**src/rtl/vending_pkg.sv**
```systemverilog
// Shared vending-machine definitions: coin denominations, hopper encodings,
// dispenser state encoding and product prices.
package vending_pkg;

  localparam int NUM_HOPPERS = 5;

  localparam int DENOM_20 = 20;
  localparam int DENOM_10 = 10;
  localparam int DENOM_5  = 5;
  localparam int DENOM_2  = 2;
  localparam int DENOM_1  = 1;

  // Hopper bit order is {20,10,5,2,1}, MSB = largest coin.
  localparam logic [4:0] HOP_20 = 5'b10000;
  localparam logic [4:0] HOP_10 = 5'b01000;
  localparam logic [4:0] HOP_5  = 5'b00100;
  localparam logic [4:0] HOP_2  = 5'b00010;
  localparam logic [4:0] HOP_1  = 5'b00001;

  localparam int PRICE_25 = 25;
  localparam int PRICE_50 = 50;
  localparam int PRICE_75 = 75;

  typedef enum logic [1:0] {
    ST_IDLE,
    ST_SELECT,
    ST_REQ,
    ST_FINISH
  } disp_state_t;

  // Coin value of hopper bit position idx.
  function automatic int unsigned denom_of(input int idx);
    case (idx)
      4:       return DENOM_20;
      3:       return DENOM_10;
      2:       return DENOM_5;
      1:       return DENOM_2;
      default: return DENOM_1;
    endcase
  endfunction

endpackage

```
**src/rtl/change_dispenser_coin_inventory.sv**
```systemverilog
// Five saturating stock counters, one per coin hopper, with registered
// empty flags in the same {20,10,5,2,1} bit order as the hopper requests.
module coin_inventory
  import vending_pkg::*;
#(
  parameter int CNT_W      = 6,
  parameter int INIT_COUNT = 20
) (
  input  logic       clk,
  input  logic       reset,
  input  logic       refill,
  input  logic [4:0] dec,
  input  logic [4:0] clr,
  output logic [4:0] empty
);

  localparam logic [CNT_W-1:0] INIT_VAL = CNT_W'(INIT_COUNT);

  logic [CNT_W-1:0] cnt      [NUM_HOPPERS];
  logic [CNT_W-1:0] cnt_next [NUM_HOPPERS];

  // Refill loads the base value first, so a coincident ejection still counts.
  always_comb begin
    for (int i = 0; i < NUM_HOPPERS; i++) begin
      // NOTE: each element gets a value on every path; a missing default here would infer a latch.
      cnt_next[i] = refill ? INIT_VAL : cnt[i];
      if (clr[i])
        cnt_next[i] = '0;
      else if (dec[i] && (cnt_next[i] != '0))
        cnt_next[i] = cnt_next[i] - 1'b1;
    end
  end

  always_ff @(posedge clk or posedge reset) begin
    if (reset) begin
      // NOTE: stock is architectural state, so the counter array is reset rather than left at power-up values.
      for (int i = 0; i < NUM_HOPPERS; i++) begin
        cnt[i]   <= INIT_VAL;
        empty[i] <= (INIT_VAL == '0);
      end
    end else begin
      // NOTE: non-blocking updates keep every counter sampling pre-edge values, independent of statement order.
      for (int i = 0; i < NUM_HOPPERS; i++) begin
        cnt[i]   <= cnt_next[i];
        empty[i] <= (cnt_next[i] == '0);
      end
    end
  end

endmodule

```
**src/rtl/change_dispenser.sv**
```systemverilog
// Pays a change amount out of five coin hoppers, largest coin first, one coin
// per request/ack handshake; reports any unpaid shortfall and jammed hoppers.
module change_dispenser
  import vending_pkg::*;
#(
  parameter int AMT_W       = 8,
  parameter int CNT_W       = 6,
  parameter int INIT_COUNT  = 20,
  parameter int ACK_TIMEOUT = 16
) (
  input  logic             clk,
  input  logic             reset,
  input  logic [AMT_W-1:0] change_in,
  input  logic             change_valid,
  input  logic             refill,
  input  logic             hopper_ack,
  output logic [4:0]       hopper_req,
  output logic             busy,
  output logic             done,
  output logic [AMT_W-1:0] shortfall,
  output logic [4:0]       empty,
  output logic             fault
);

  localparam int WAIT_W = $clog2(ACK_TIMEOUT + 1);
  localparam logic [WAIT_W-1:0] WAIT_LAST = WAIT_W'(ACK_TIMEOUT - 1);

  disp_state_t      state, state_next;
  logic [AMT_W-1:0] remaining, remaining_next;
  logic [AMT_W-1:0] shortfall_next;
  logic [4:0]       hopper_req_next;
  logic [WAIT_W-1:0] wait_cnt, wait_next;
  logic             fault_next;
  logic [4:0]       pick;
  logic [4:0]       dec, clr;
  logic [AMT_W-1:0] cur_denom;

  coin_inventory #(
    .CNT_W      (CNT_W),
    .INIT_COUNT (INIT_COUNT)
  ) u_inventory (
    .clk    (clk),
    .reset  (reset),
    .refill (refill),
    .dec    (dec),
    .clr    (clr),
    .empty  (empty)
  );

  // Ascending scan: larger eligible coins overwrite smaller ones.
  always_comb begin
    pick = '0;
    for (int i = 0; i < NUM_HOPPERS; i++) begin
      if (!empty[i] && (AMT_W'(denom_of(i)) <= remaining)) begin
        pick    = '0;
        pick[i] = 1'b1;
      end
    end
  end

  always_comb begin
    cur_denom = '0;
    for (int i = 0; i < NUM_HOPPERS; i++)
      if (hopper_req[i]) cur_denom = AMT_W'(denom_of(i));
  end

  always_comb begin
    state_next      = state;
    remaining_next  = remaining;
    shortfall_next  = shortfall;
    hopper_req_next = hopper_req;
    wait_next       = wait_cnt;
    fault_next      = fault;
    dec             = '0;
    clr             = '0;

    // A timeout in the same cycle as refill still leaves the flag set.
    if (refill) fault_next = 1'b0;

    case (state)
      ST_IDLE: begin
        if (change_valid) begin
          remaining_next = change_in;
          shortfall_next = '0;
          state_next     = ST_SELECT;
        end
      end
      ST_SELECT: begin
        if (remaining == '0) begin
          state_next = ST_FINISH;
        end else if (pick == '0) begin
          shortfall_next = remaining;
          state_next     = ST_FINISH;
        end else begin
          hopper_req_next = pick;
          wait_next       = '0;
          state_next      = ST_REQ;
        end
      end
      ST_REQ: begin
        if (hopper_ack) begin
          remaining_next  = remaining - cur_denom;
          dec             = hopper_req;
          hopper_req_next = '0;
          state_next      = ST_SELECT;
        end else if (wait_cnt == WAIT_LAST) begin
          // Jammed hopper: write its stock off and carry on with smaller coins.
          fault_next      = 1'b1;
          clr             = hopper_req;
          hopper_req_next = '0;
          state_next      = ST_SELECT;
        end else begin
          wait_next = wait_cnt + 1'b1;
        end
      end
      ST_FINISH: state_next = ST_IDLE;
      default:   state_next = ST_IDLE;
    endcase
  end

  always_ff @(posedge clk or posedge reset) begin
    if (reset) begin
      state      <= ST_IDLE;
      remaining  <= '0;
      shortfall  <= '0;
      hopper_req <= '0;
      wait_cnt   <= '0;
      fault      <= 1'b0;
      busy       <= 1'b0;
      done       <= 1'b0;
    end else begin
      state      <= state_next;
      remaining  <= remaining_next;
      shortfall  <= shortfall_next;
      hopper_req <= hopper_req_next;
      wait_cnt   <= wait_next;
      fault      <= fault_next;
      busy       <= (state_next != ST_IDLE);
      done       <= (state_next == ST_FINISH);
    end
  end

endmodule

```
**config.mk**
```make
export PLATFORM = sky130hd
export DESIGN_NAME = change_dispenser
export DESIGN_NICKNAME = d
export VERILOG_FILES = /design/src/rtl/vending_pkg.sv /design/src/rtl/change_dispenser_coin_inventory.sv /design/src/rtl/change_dispenser.sv
export SDC_FILE = /design/constraint.sdc
export NUM_CORES = 1
export LEC_CHECK = 0
export ABC_CLOCK_PERIOD_IN_PS = 2500
export CORE_MARGIN = 2
export CORE_UTILIZATION = 40
export DETAILED_ROUTE_END_ITERATION = 8
export PLACE_DENSITY = 0.66
export SLEW_MARGIN = 10
export SYNTH_ARGS = -nofsm -noshare
export SYNTH_HDL_FRONTEND = slang
export SYNTH_SLANG_ARGS = --single-unit
```
**constraint.sdc**
```tcl
create_clock -name clk -period 2.5 [get_ports clk]
set_input_delay 0.5 -clock clk [delete_from_list [all_inputs] [get_ports clk]]
set_output_delay 0.5 -clock clk [all_outputs]
set_load 0.02 [all_outputs]
```
==> results.cfg <==
[run_status]
status = finished, final reports clean

[setup_path]
critPathKind = reg -> reg
crit_path_end_kind = flop
cp-start-kind = flop
cp_data_required_time_ps = 2710
crit_fanout = 7
critical_path.reg2reg.endpoint = wait_cnt[3]
reg2reg_depth = 7
worstPathArrival_ps = 2550
r2r_setup_slack_ps = 160
reg2reg_from = remaining[5]

[drt]
dr.pass1.iters = 5
drc = 0
wire_per_inst_um = 14.96
ant_nets = 0
drt_wl_total_um = 10230
first_iter_violations = 177
via_per_inst = 5.423
vias = 3709

[place]
gp_congestion = 0.8454
dp_hpwl_um = 7669
placed_cell_area_um2 = 5099
port_buffers = 33

[power_and_ir_drop]
powerDensity_nw_per_um2 = 711.7
ir_worst_vdd_v = 0.0003766
leakage_nw = 2.314

[cts]
cts_max_path_buffers = 2
cts_tree = done
cts_root_buf = clkbuf_8
clock_sinks = 66
htreeDepth = 3
cts_hold_buffers = 0
path_clk_slew_ps = 70
cts_buffers = 9
worstSkewPairLatency_ps = 350

[yosys]
synth_async_sr_flop_share_pct = 100.0
synthMuxAreaShare_pct = 5.586
synth_xor_area_share_pct = 3.825
syn_nets = 481
syn_area_um2 = 4121
synth_edf_count = 0
synthAdderAreaFrac_pct = 6.557
synth_flop_cell = dfrtp_1
ys_seq_area_share_pct = 40.38
post_synth_inst_count = 447
synth_compound_area_share_pct = 16.06
synth_top_family_by_area = simple AND/OR/NAND/NOR gates
yosysUniqueCellTypes = 62
synth.avg_cell_area_um2 = 9.220
yosys_register_bits = 66
yosys.area_share.simple_pct = 22.07
yosysWarnings = 0

[layout]
drive_above_1_share_pct = 23.36
fillers = 938
area_growth_syn_to_layout_pct = 28.63
fin_nets = 577
antenna_cells = 0
final_cell_area_um2 = 5301

[timing]
rsz0062_at_grt = no
finalHoldViolCount = 0
min_period_over_period_pct = 93.62
setup_violations = 0
relSlewSlack_pct = 62.24
period_minus_slack_ps = 2340
worst_pin_slew_ps = 560.5
max_clock_freq_mhz = 427.3
fin_skew_ps = 9.792
whs_ps = 464.9
maxSlewViolCount = 0

[grt]
overflow = 0
grtUsageTotal_pct = 19.57
grt_pass1_vias = 3718
antenna_found_initial = 0
grt_pass1_wl_um = 17650
grt_max_degree = 49

[die]
core_um2 = 10180
num_rows = 37
dieArea_um2 = 11130
initial_core_util_pct = 40.47
die_w_um = 105.5
num_io_pins = 34
die_h_um = 105.5

[min_path]
hold_class = in -> async

[job]
maxCapViolCount = 0
==> power breakdown <==
part,switching (mW),internal [mW]
combinational,0.882,0.693
clock,0.419,0.410
sequential,0.160,1.21
total,1.46,2.31
==> cell type report <==
cell class	instances	area, um2	area share (%)
Clock buffer	13	158.9	2.997
Multi-Input combinational cell	330	2270	42.81
Tap cell	136	170.2	3.210
Sequential cell	66	1664	31.39
Inverter	30	117.6	2.219
Clock inverter	3	15.01	0.2832
Timing Repair Buffer	106	905.9	17.09
==> state kept, by name, summed over array words and instances, names as in the netlist <==
register / cells
state: 2
fault: 1
remaining: 8
u_inventory.cnt: 30
shortfall: 8
done: 1
wait_cnt: 5
hopper_req: 5
busy: 1
u_inventory.empty: 5
==> cell usage in the layout (no fill, tap or decap), types with 7 or more instances in the layout <==
cell,synthesis,final
nor2b_1,18,16
clkbuf_8,0,11
a22o_1,12,12
mux2i_1,14,14
buf_4,0,69
nand3_1,7,7
nand2_1,40,39
nor4_1,10,9
nor2_1,44,44
clkdlybuf4s50_1,0,32
nor3_1,9,9
o21ai_0,16,15
inv_1,29,28
xnor2_1,10,10
a21oi_1,20,20
ha_1,20,20
mux2_2,8,8
xor2_1,8,8
dfrtp_1,56,56
dfstp_2,10,10
==> routing by layer <==
metal,part of all wire [%],routed length [um],up-vias,global-route usage (%)
li1,-,-,1785,-
met1,45,4642,1815,26.31
met2,49,4989,96,32.26
met3,4.6,466,13,3.401
met4,1.3,136,0,6.015
met5,0,0,-,0
==> critical path: stages, from the launching register on <==
cell,delay [ps]
dfrtp_1,380
or4_4,590
nor4_4,230
o22ai_1,120
and4b_2,370
buf_4,180
nand2b_2,190
o311ai_0,150
==> logic make-up (layout without fill, tap and decap cells) <==
logic type      after synthesis  count (layout)
simple gates                173             173
compound gates               96              96
flops                        66              66
buf+inv                      51             152
mux                          22              22
fa+ha+maj                    21              21
xor+xnor                     18              18
==> cell usage after synthesis (6+ instances only) <==
master	n	area share, %
a21oi_1	20	2.4
a22o_1	12	2.6
a31oi_1	7	1.1
clkbuf_1	13	1.2
dfrtp_1	56	34
dfstp_2	10	6.4
ha_1	20	6.1
inv_1	29	2.6
mux2_2	8	2.2
mux2i_1	14	3.4
nand2_1	40	3.6
nand3_1	7	0.85
nand4_1	6	0.91
nor2_1	44	4.0
nor2b_1	18	2.7
nor3_1	9	1.1
nor4_1	10	1.5
o21ai_0	16	1.9
o22ai_1	6	0.91
xnor2_1	10	2.1
xor2_1	8	1.7
==> metrics by stage <==
step / setup WS (ps) / util [%] / power (mW) / TNS (ps) / std cells
2_1_floorplan: 12.93 / - / 2.438 / 0 / 447
3_3_place_gp: -370.5 / 50.06 / 2.887 / -4011 / 667
3_5_place_dp: -502.0 / 50.06 / 2.946 / -4953 / 667
4_1_cts: 21.01 / 51.88 / 3.781 / 0 / 683
5_1_grt: 9.864 / 52.05 / 4.054 / 0 / 684
6_report: 159.5 / 52.05 / 3.773 / 0 / 684
==> how the worst max path moves through the flow <==
stage | startpoint | end | slack [ps] | cells past startpoint
finish | remaining[5] | wait_cnt[3] | 160 | 7
global route | hopper_req[4] | remaining[7] | 10 | 9
CTS | remaining[5] | wait_cnt[3] | 20 | 7
detailed placement | refill | u_inventory.empty[2] | -500 | 12
global placement | refill | u_inventory.empty[2] | -370 | 12
floorplan | refill | u_inventory.empty[0] | 10 | 10
==> what timing repair did <==
| item | CTS | global route |
|---|---|---|
| cloned | 0 | 0 |
| pin swaps | 1 | 0 |
| buffers inserted | 0 | 1 |
| resized for setup | 4 | 7 |
| endpoints found under the setup margin | 2 | 11 |
(Power assumes the default switching activity.)
